`src/rtl/axis_s_ingress_ctrl_if.sv`:
```
// Handshake bundle between the AXIS ingress sequencer, its input FIFO and the
// internal feature/weight write path. The sequencer uses the slave modport;
// the surrounding environment (FIFO + consumer) uses the master modport.
interface axis_s_ingress_ctrl_if #(
    parameter int C_S_FIFO_WDT     = 36,
    parameter int C_ARITH_WORD_LEN = 24
);
    // FIFO read side
    logic [C_S_FIFO_WDT-1:0]     fifo_rd_data;
    logic                        fifo_empty;
    logic                        fifo_rd_en;
    // Converted word stream
    logic [C_ARITH_WORD_LEN-1:0] out_data;
    logic                        out_valid;
    logic                        out_ready;
    logic                        out_last;

    modport slave (
        input  fifo_rd_data, fifo_empty, out_ready,
        output fifo_rd_en, out_data, out_valid, out_last
    );

    modport master (
        output fifo_rd_data, fifo_empty, out_ready,
        input  fifo_rd_en, out_data, out_valid, out_last
    );
endinterface

```
`src/rtl/axis_s_ingress_ctrl.sv`:
```
// AXI-Stream slave ingress sequencer: pops {keep count, tlast, tdata} FIFO
// entries, splits each beat into external words (lowest first), widens each
// word to internal precision (word in MSBs, zero fraction) and streams the
// words out under valid/ready. Reports completion, word count and framing
// errors to the regmap.
// Optional build macro: AXIS_INGRESS_LEN_CHK_EN enables the expected-length
// check (err_len); without it word_cnt_exp is ignored and err_len stays 0.
module axis_s_ingress_ctrl #(
    parameter int C_S_TDATA_WDT         = 32,
    parameter int C_EXT_DATA_WORD_WDT   = 16,
    parameter int C_ARITH_WORD_LEN      = 24,
    parameter int C_S_FIFO_WDT          = C_S_TDATA_WDT + 1 + $clog2(C_S_TDATA_WDT / 8 + 1),
    parameter int C_S_AXIS_DONE_CYC_LEN = 2
) (
    input  logic                 clk,
    input  logic                 rst,
    input  logic                 start,
    input  logic [15:0]          word_cnt_exp,
    axis_s_ingress_ctrl_if.slave bus,
    output logic                 busy,
    output logic                 done,
    output logic [15:0]          word_cnt,
    output logic                 err_odd,
    output logic                 err_len
);
    localparam int KEEP_W         = $clog2(C_S_TDATA_WDT / 8 + 1);
    localparam int BYTES_PER_WORD = C_EXT_DATA_WORD_WDT / 8;
    localparam int WORDS_PER_BEAT = C_S_TDATA_WDT / C_EXT_DATA_WORD_WDT;
    localparam int IDX_W          = $clog2(WORDS_PER_BEAT + 1);
    localparam int DONE_CNT_W     = $clog2(C_S_AXIS_DONE_CYC_LEN + 1);
    localparam int FRAC_W         = C_ARITH_WORD_LEN - C_EXT_DATA_WORD_WDT;

    typedef enum logic [2:0] {
        S_IDLE,
        S_FETCH,
        S_WAIT_RD,
        S_UNPACK,
        S_DONE
    } state_e;

    state_e                      state_q, state_d;
    logic [C_S_TDATA_WDT-1:0]    tdata_q, tdata_d;
    logic                        tlast_q, tlast_d;
    logic [IDX_W-1:0]            words_q, words_d;
    logic [IDX_W-1:0]            idx_q, idx_d;
    logic [C_ARITH_WORD_LEN-1:0] out_data_q, out_data_d;
    logic                        out_valid_q, out_valid_d;
    logic                        out_last_q, out_last_d;
    logic [15:0]                 word_cnt_q, word_cnt_d;
    logic                        err_odd_q, err_odd_d;
    logic                        err_len_q, err_len_d;
    logic [DONE_CNT_W-1:0]       done_cnt_q, done_cnt_d;
    logic                        rd_en;
    logic                        word_acc;
    logic                        enter_done;

`ifdef AXIS_INGRESS_LEN_CHK_EN
    logic [15:0]                 exp_q, exp_d;
`else
    logic                        unused_word_cnt_exp;
    assign unused_word_cnt_exp = ^word_cnt_exp;
`endif

    logic [C_S_TDATA_WDT-1:0]    fifo_tdata;
    logic                        fifo_tlast;
    logic [KEEP_W-1:0]           fifo_keep;
    logic [KEEP_W-1:0]           words_raw;
    logic [IDX_W-1:0]            beat_words;
    logic                        beat_odd;

    // Select word idx of a beat and place it in the MSBs of an internal word.
    function automatic logic [C_ARITH_WORD_LEN-1:0] widen(
        input logic [C_S_TDATA_WDT-1:0] data,
        input logic [IDX_W-1:0]         idx
    );
        logic [C_EXT_DATA_WORD_WDT-1:0] word;
        word = C_EXT_DATA_WORD_WDT'(data >> (int'(idx) * C_EXT_DATA_WORD_WDT));
        return C_ARITH_WORD_LEN'(word) << FRAC_W;
    endfunction

    // Decode the FIFO entry; malformed keep counts are clamped to a full beat.
    always_comb begin
        fifo_tdata = bus.fifo_rd_data[C_S_TDATA_WDT-1:0];
        fifo_tlast = bus.fifo_rd_data[C_S_TDATA_WDT];
        fifo_keep  = bus.fifo_rd_data[C_S_FIFO_WDT-1 -: KEEP_W];
        words_raw  = fifo_keep / KEEP_W'(BYTES_PER_WORD);
        beat_words = (words_raw > KEEP_W'(WORDS_PER_BEAT)) ? IDX_W'(WORDS_PER_BEAT)
                                                           : IDX_W'(words_raw);
        beat_odd   = (fifo_keep % KEEP_W'(BYTES_PER_WORD)) != '0;
    end

    // Next-state and datapath: fetch a beat, unpack its words, then report done.
    always_comb begin
        // NOTE: every signal gets its hold value first so no path leaves it
        // unassigned; a missing default here would infer a latch.
        state_d     = state_q;
        tdata_d     = tdata_q;
        tlast_d     = tlast_q;
        words_d     = words_q;
        idx_d       = idx_q;
        out_data_d  = out_data_q;
        out_valid_d = out_valid_q;
        out_last_d  = out_last_q;
        word_cnt_d  = word_cnt_q;
        err_odd_d   = err_odd_q;
        err_len_d   = err_len_q;
        done_cnt_d  = done_cnt_q;
        rd_en       = 1'b0;
        enter_done  = 1'b0;
`ifdef AXIS_INGRESS_LEN_CHK_EN
        exp_d       = exp_q;
`endif

        word_acc = out_valid_q && bus.out_ready;
        if (word_acc && (word_cnt_q != 16'hFFFF)) begin
            word_cnt_d = word_cnt_q + 16'd1;
        end

        case (state_q)
            S_IDLE: begin
                if (start) begin
                    state_d    = S_FETCH;
                    word_cnt_d = '0;
                    err_odd_d  = 1'b0;
                    err_len_d  = 1'b0;
`ifdef AXIS_INGRESS_LEN_CHK_EN
                    exp_d      = word_cnt_exp;
`endif
                end
            end
            S_FETCH: begin
                if (!bus.fifo_empty) begin
                    rd_en   = 1'b1;
                    state_d = S_WAIT_RD;
                end
            end
            S_WAIT_RD: begin
                tdata_d = fifo_tdata;
                tlast_d = fifo_tlast;
                words_d = beat_words;
                idx_d   = '0;
                if (beat_odd) begin
                    err_odd_d = 1'b1;
                end
                if (beat_words == '0) begin
                    state_d    = fifo_tlast ? S_DONE : S_FETCH;
                    enter_done = fifo_tlast;
                end else begin
                    state_d     = S_UNPACK;
                    out_valid_d = 1'b1;
                    out_data_d  = widen(fifo_tdata, '0);
                    out_last_d  = fifo_tlast && (beat_words == IDX_W'(1));
                end
            end
            S_UNPACK: begin
                if (word_acc) begin
                    if (idx_q == words_q - IDX_W'(1)) begin
                        out_valid_d = 1'b0;
                        out_last_d  = 1'b0;
                        state_d     = tlast_q ? S_DONE : S_FETCH;
                        enter_done  = tlast_q;
                    end else begin
                        idx_d      = idx_q + IDX_W'(1);
                        out_data_d = widen(tdata_q, idx_q + IDX_W'(1));
                        out_last_d = tlast_q && (idx_q + IDX_W'(1) == words_q - IDX_W'(1));
                    end
                end
            end
            S_DONE: begin
                if (done_cnt_q == DONE_CNT_W'(C_S_AXIS_DONE_CYC_LEN - 1)) begin
                    state_d    = S_IDLE;
                    done_cnt_d = '0;
                end else begin
                    done_cnt_d = done_cnt_q + DONE_CNT_W'(1);
                end
            end
            default: state_d = S_IDLE;
        endcase

`ifdef AXIS_INGRESS_LEN_CHK_EN
        // Compare against the count including this cycle's final word.
        if (enter_done && (word_cnt_d != exp_q)) begin
            err_len_d = 1'b1;
        end
`endif
    end

    // State and output registers; reset drops any held beat.
    always_ff @(posedge clk or posedge rst) begin
        if (rst) begin
            state_q     <= S_IDLE;
            tdata_q     <= '0;
            tlast_q     <= 1'b0;
            words_q     <= '0;
            idx_q       <= '0;
            out_data_q  <= '0;
            out_valid_q <= 1'b0;
            out_last_q  <= 1'b0;
            word_cnt_q  <= '0;
            err_odd_q   <= 1'b0;
            err_len_q   <= 1'b0;
            done_cnt_q  <= '0;
`ifdef AXIS_INGRESS_LEN_CHK_EN
            exp_q       <= '0;
`endif
        end else begin
            // NOTE: non-blocking assignments so every flop samples the
            // pre-edge values computed by the combinational block.
            state_q     <= state_d;
            tdata_q     <= tdata_d;
            tlast_q     <= tlast_d;
            words_q     <= words_d;
            idx_q       <= idx_d;
            out_data_q  <= out_data_d;
            out_valid_q <= out_valid_d;
            out_last_q  <= out_last_d;
            word_cnt_q  <= word_cnt_d;
            err_odd_q   <= err_odd_d;
            err_len_q   <= err_len_d;
            done_cnt_q  <= done_cnt_d;
`ifdef AXIS_INGRESS_LEN_CHK_EN
            exp_q       <= exp_d;
`endif
        end
    end

    assign bus.fifo_rd_en = rd_en;
    assign bus.out_data   = out_data_q;
    assign bus.out_valid  = out_valid_q;
    assign bus.out_last   = out_last_q;
    assign busy           = state_q inside {S_FETCH, S_WAIT_RD, S_UNPACK};
    assign done           = (state_q == S_DONE);
    assign word_cnt       = word_cnt_q;
    assign err_odd        = err_odd_q;
    assign err_len        = err_len_q;
endmodule

```
`src/flat_wrapper.sv`:
```
// flat-port wrapper written by rule: the top's interface ports become plain ports
module axis_s_ingress_ctrl_flat 
#(
    parameter int C_S_TDATA_WDT         = 32,
    parameter int C_EXT_DATA_WORD_WDT   = 16,
    parameter int C_ARITH_WORD_LEN      = 24,
    parameter int C_S_FIFO_WDT          = C_S_TDATA_WDT + 1 + $clog2(C_S_TDATA_WDT / 8 + 1),
    parameter int C_S_AXIS_DONE_CYC_LEN = 2
)
  (clk, rst, start, word_cnt_exp, busy, done, word_cnt, err_odd, err_len, bus_fifo_rd_data, bus_fifo_empty, bus_out_ready, bus_fifo_rd_en, bus_out_data, bus_out_valid, bus_out_last);
  axis_s_ingress_ctrl_if #(.C_S_FIFO_WDT(C_S_FIFO_WDT), .C_ARITH_WORD_LEN(C_ARITH_WORD_LEN)) bus_i ();
  input  logic clk;
  input  logic rst;
  input  logic start;
  input  logic [15:0] word_cnt_exp;
  output logic busy;
  output logic done;
  output logic [15:0] word_cnt;
  output logic err_odd;
  output logic err_len;
  input wire logic [$bits(bus_i.fifo_rd_data)-1:0] bus_fifo_rd_data;
  input wire logic [$bits(bus_i.fifo_empty)-1:0] bus_fifo_empty;
  input wire logic [$bits(bus_i.out_ready)-1:0] bus_out_ready;
  output wire logic [$bits(bus_i.fifo_rd_en)-1:0] bus_fifo_rd_en;
  output wire logic [$bits(bus_i.out_data)-1:0] bus_out_data;
  output wire logic [$bits(bus_i.out_valid)-1:0] bus_out_valid;
  output wire logic [$bits(bus_i.out_last)-1:0] bus_out_last;
  assign bus_i.fifo_rd_data = bus_fifo_rd_data;
  assign bus_i.fifo_empty = bus_fifo_empty;
  assign bus_i.out_ready = bus_out_ready;
  assign bus_fifo_rd_en = bus_i.fifo_rd_en;
  assign bus_out_data = bus_i.out_data;
  assign bus_out_valid = bus_i.out_valid;
  assign bus_out_last = bus_i.out_last;
  axis_s_ingress_ctrl #(.C_S_TDATA_WDT(C_S_TDATA_WDT), .C_EXT_DATA_WORD_WDT(C_EXT_DATA_WORD_WDT), .C_ARITH_WORD_LEN(C_ARITH_WORD_LEN), .C_S_FIFO_WDT(C_S_FIFO_WDT), .C_S_AXIS_DONE_CYC_LEN(C_S_AXIS_DONE_CYC_LEN)) u_core (.clk(clk), .rst(rst), .start(start), .word_cnt_exp(word_cnt_exp), .bus(bus_i), .busy(busy), .done(done), .word_cnt(word_cnt), .err_odd(err_odd), .err_len(err_len));
endmodule
```
`config.mk`:
```
export PLATFORM = sky130hd
export DESIGN_NAME = axis_s_ingress_ctrl_flat
export DESIGN_NICKNAME = d
export VERILOG_FILES = /design/src/rtl/axis_s_ingress_ctrl_if.sv /design/src/rtl/axis_s_ingress_ctrl.sv /design/src/flat_wrapper.sv
export SDC_FILE = /design/constraint.sdc
export NUM_CORES = 1
export LEC_CHECK = 0
export ABC_AREA = 1
export BUFFER_PORTS_ARGS = -buffer_cell sky130_fd_sc_hd__buf_2
export CORE_MARGIN = 2
export CORE_UTILIZATION = 48
export DETAILED_ROUTE_END_ITERATION = 10
export PLACE_DENSITY = 0.76
export SKIP_CTS_REPAIR_TIMING = 1
export SLEW_MARGIN = 10
export SYNTH_ARGS = -nofsm -noshare
export SYNTH_HDL_FRONTEND = slang
export SYNTH_SLANG_ARGS = --single-unit
export TNS_END_PERCENT = 10
```
`constraint.sdc`:
```
create_clock -name clk -period 1.88 [get_ports clk]
set_input_delay 0.094 -clock clk [delete_from_list [all_inputs] [get_ports clk]]
set_output_delay 0.094 -clock clk [all_outputs]
set_load 0.02 [all_outputs]
```
* Word level (Yosys, flattened, before mapping)
Index checks and enable logic that the tools add are counted.
** Storage, ports and cells
- Register bits :: 85
- Input bits :: 57
- Output and inout port bits :: 47
- Logic and storage cells :: 83
** Cells by class
- Add/sub/neg operators :: 4
- $lt $le $gt $ge :: 1
- Equal/unequal tests :: 17
- Shift operators :: 1
- Muxes and demuxes :: 34
- Reductions and logical operators :: 15
** Operator list (number)
- 24-bit two-way mux :: 3
- 16-bit two-way mux :: 3
- 24-bit one-hot mux with 2 select lines :: 1
- 32-bit by 6-bit >> shifter with 16-bit output :: 1
- 3-bit two-way mux :: 8
- 16-bit by 1-bit adder with 16-bit output, second input constant :: 1
- 16-bit != test, second input constant :: 1
- 3-bit one-hot mux with 5 select lines :: 1
- 1-bit two-way mux :: 10
- 2-bit != test, second input constant :: 5
- 3-bit AND reduction :: 3
- 2-bit two-way mux :: 4
- 4-bit AND reduction :: 2
- 3-bit by 2-bit equality test with 1-bit output, second input constant :: 2
- 2-bit by 1-bit != test with 1-bit output, second input constant :: 3
- 1-bit one-hot mux with 2 select lines :: 3
- 5-bit AND reduction :: 1
- 2-bit by 1-bit adder with 2-bit output, second input constant :: 2
- 2-bit by 1-bit equality test with 1-bit output, second input constant :: 2
- 2-bit equality test :: 2
- 1-bit logical AND :: 4
- 2-bit one-hot mux with 2 select lines :: 1
- 2-bit nonzero test :: 2
- 3-bit by 1-bit equality test with 1-bit output, second input constant :: 1
- other kinds (6) :: 6

* Depth between registers and ports, before layout
- Depth after elaboration :: 6
- Depth in mapped cells :: 11
- Gate-level depth less buffers :: 10

* Least setup slack after synthesis
Ideal clock, no wire load.
- Path type :: reg-to-reg
- Start :: register u_core.word_cnt_q[0], in the netlist u_core.word_cnt[0]
- End :: register u_core.word_cnt_q[11], in the netlist u_core.word_cnt[11]
- Library setup time :: 0.120 ns
- Data arrival time :: 1.614 ns
- Required time :: 1.760 ns
- Setup slack :: 0.146 ns
- Cell stages (with the launch flop) :: 11
- Path through :: dfrtp_1 -> ha_1 -> inv_1 -> nor2_1 -> nand2_1 -> nor2_1 -> nor2_1 -> buf_2 -> nand2_1 -> o21ai_0 -> nor2_1
** Between the ends
- Longest elaborated chain between the ends :: 5
- Elaborated cells on any way between the ends :: 6
- Those cells by class :: 1 x add/sub; 1 x eq/ne; 3 x mux; 1 x reduce/logical
** RTL lines
- start, declared :: RTL line axis_s_ingress_ctrl.sv:49 : logic [15:0] word_cnt_q, word_cnt_d;
- start signal, assigned :: RTL line axis_s_ingress_ctrl.sv:217 : word_cnt_q <= word_cnt_d;
- parallel branches: the longest is 2 deep, another holds 16-bit by 1-bit adder with 16-bit output
- 16-bit two-way mux * :: RTL line axis_s_ingress_ctrl.sv:115 : if (word_acc && (word_cnt_q != 16'hFFFF)) begin
- 16-bit two-way mux :: RTL line axis_s_ingress_ctrl.sv:121 : if (start) begin
- 16-bit two-way mux * :: RTL line axis_s_ingress_ctrl.sv:119 : case (state_q)
- via u_core.word_cnt_d[11] :: RTL line axis_s_ingress_ctrl.sv:49
Mark *: on every way through the listed nets, which the timed path passes.
A chain may end at the register's enable or synchronous reset.

* Worst setup path in the final report
- Start :: register u_core.word_cnt_q[1], in the netlist u_core.word_cnt[1]
- End :: register u_core.word_cnt_q[2], in the netlist u_core.word_cnt[2]
The elaborated chain is that of the path after synthesis.

==> run metrics <==
status=complete, but fails checks; failing checks=negative hold slack; # setup viols final=0; hold slack final=-0.03069 ns; CTS tree=built; Final Cycle Share=0.9046; initial core utilization=0.4916; fin crit period=1.701 ns; Die X-Extent=95.28 um; number of diodes=0; final setup TNS=0 ns; worst-case clock buffer depth=2; Slew Limit Fails=0; Slew Limit Headroom=0.6304; Seq cells post-synth=77; # DRC=0; Lkg Pwr=2.685 nW; Netlist cell types=30; Port-buffer cells=78; Post-Synthesis Cells=540; Fmax=588.0 MHz; Worst Path Required=2.15 ns; total track usage=0.2199; CP delay by family, top=simple AND/OR/NAND/NOR gates; First DRT Iteration DRCs=176; Clock Latency Late Sink=0.34 ns; Syn. warnings=0; Root Driver=clkbuf_8; CTS clk-pin slew, worst paths=0.08 ns; Core Util, Final=0.6199; Cell Area, Synth=0.003999 mm^2; most frequent cells in the layout=nand2_1, buf_2, dfrtp_1; delay of the slowest critical-path stage=0.42 ns; total power per unit cell area=1461 mW/mm^2; wirelength, routed=9991 um; via/cell ratio=5.064; routability congestion estimate=0.8715; Die Footprint=0.009077 mm^2; share of cells above drive strength 1=0.1786; Setup crit end kind=flip-flop; non-filler instance count after layout=760; Final Power=7.366 mW; critical path class=reg -> reg; post-synthesis sequential area ratio=0.4819; worst min path class=in -> reg; Buf/Inv on CP=2; critical path, cell by cell=ha_1 > inv_1 > nor2_1 > nand2_1 > inv_1 > nand2_1 > nand2_2 > o21bai_1 > nand2_1 > nor2_1; # IOs=104; Critical Path Fanout Max=9; CP Launch Type=flip-flop; Core ar.=0.008134 mm^2; first-pass GRT wire length=15630 um; vias=3849; NumNets Final=708; MaxCap Viol Count=0; CTS buffer count=9; Sinks on Clock Net=77; placed instance count=715; vias in the first global route=3541; unrepaired setup endpoints after global routing=false; Slew @ Worst Pin=0.5532 ns; commonest non-fill, non-tap cell in the layout=nand2_1; total grt overflow=0; Top cell by count, worst path=nand2_1; Hold Vio Cnt, Final=6; maximum vdd drop=0.001115 V; Cell Rows=33; slowest CP cell=dfrtp_1; Layout Area Growth over Synthesis=26.10%; H-tree levels=3; Mean Syn Cell Area=7.405 um^2; largest net degree at the start of global routing=55; Critical Path AT=1.97 ns; initial antenna violation count=0; antenna-violating nets left=0; Clock Skews=0.005578 ns; Die H=95.28 um; mean routed wirelength per cell=13.15 um; router iterations before antenna repair=4; hpwl dp=6493 um
worst register-to-register path, stage by stage (launching register included):
cell,delay [ns]
dfrtp_1,0.42
ha_1,0.24
inv_1,0.09
nor2_1,0.06
nand2_1,0.12
inv_1,0.08
nand2_1,0.14
nand2_2,0.14
o21bai_1,0.17
nand2_1,0.07
nor2_1,0.10
per-layer routing:
metal / wire length, um / up-vias / track usage
met5: 0 / - / 0
met4: 208 / 0 / 0.06884
met3: 742 / 22 / 0.04743
met2: 4702 / 167 / 0.3633
met1: 4338 / 1758 / 0.2899
li1: - / 1902 / -
report_power, final:
part	switching, mW	internal (mW)
Combinational	2.12	1.10
Sequential	0.373	2.31
Clock	0.631	0.823
synth_stat cells (all sizes together):
cell type / count / area share
clkbuf: 13 / 0.012
a211oi: 1 / 0.0019
nor3: 5 / 0.0091
inv: 67 / 0.063
o22ai: 13 / 0.020
o21a: 4 / 0.0075
a31oi: 1 / 0.0016
nand2: 202 / 0.19
conb: 1 / 0.00094
xnor2: 3 / 0.0066
o21ai: 38 / 0.048
o21bai: 1 / 0.0019
o31ai: 1 / 0.0019
nand3: 16 / 0.023
nor4: 1 / 0.0016
ha: 1 / 0.0031
dfrtp: 77 / 0.48
xor2: 4 / 0.0088
a21oi: 9 / 0.011
nor2: 46 / 0.043
nand4: 20 / 0.035
buf: 15 / 0.026
and3: 1 / 0.0016
worst paths after layout:
kind                       slack [ns]            endpoint           startpoint  depth (start not counted)
min in group asynchronous        0.34  u_core.word_cnt[5]                  rst                          3
max reg2reg                      0.18  u_core.word_cnt[2]   u_core.word_cnt[1]                         10
min                             -0.03   u_core.tdata_q[7]  bus_fifo_rd_data[7]                          3
max                              0.18  u_core.word_cnt[2]   u_core.word_cnt[1]                         10
min reg2reg                      0.48  u_core.tdata_q[31]   u_core.tdata_q[31]                          2
max in group asynchronous        0.90  u_core.tdata_q[27]                  rst                          4
through the flow:
step	worst slack, ns	instance area (um^2)
floorplan	0.1463	4033
global placement	0.1862	4516
detailed placement	0.1370	4516
CTS	0.1158	4750
global route	0.005247	5042
finish	0.1793	5042
flip-flops by register name, indices dropped and copies added, names as in the netlist:
signal	count
u_core.tdata_q	32
u_core.bus.out_data	16
u_core.word_cnt	16
u_core.state_q	3
u_core.done_cnt_q	2
u_core.idx_q	2
u_core.words_q	2
u_core.bus.out_last	1
u_core.bus.out_valid	1
u_core.err_odd	1
u_core.tlast_q	1
layout make-up:
cell class                      count  area (um^2)
Fill cell                         720         3092
Sequential cell                    77         1927
Multi-Input combinational cell    376         1699
Timing Repair Buffer              119        795.8
Inverter                           67        255.2
Clock buffer                       11        151.4
Tap cell                          105        131.4
Clock inverter                      5        82.58
kinds of logic after synthesis:
group,synth area share
xor gates and xnor gates,0.01533
other,0.0009378
and+or+nand+nor,0.3026
adders and majority gates,0.003128
AOI/OAI and AO/OA,0.09481
buffers and inverters,0.1014
DFF,0.4819
(Power assumes the default switching activity.)
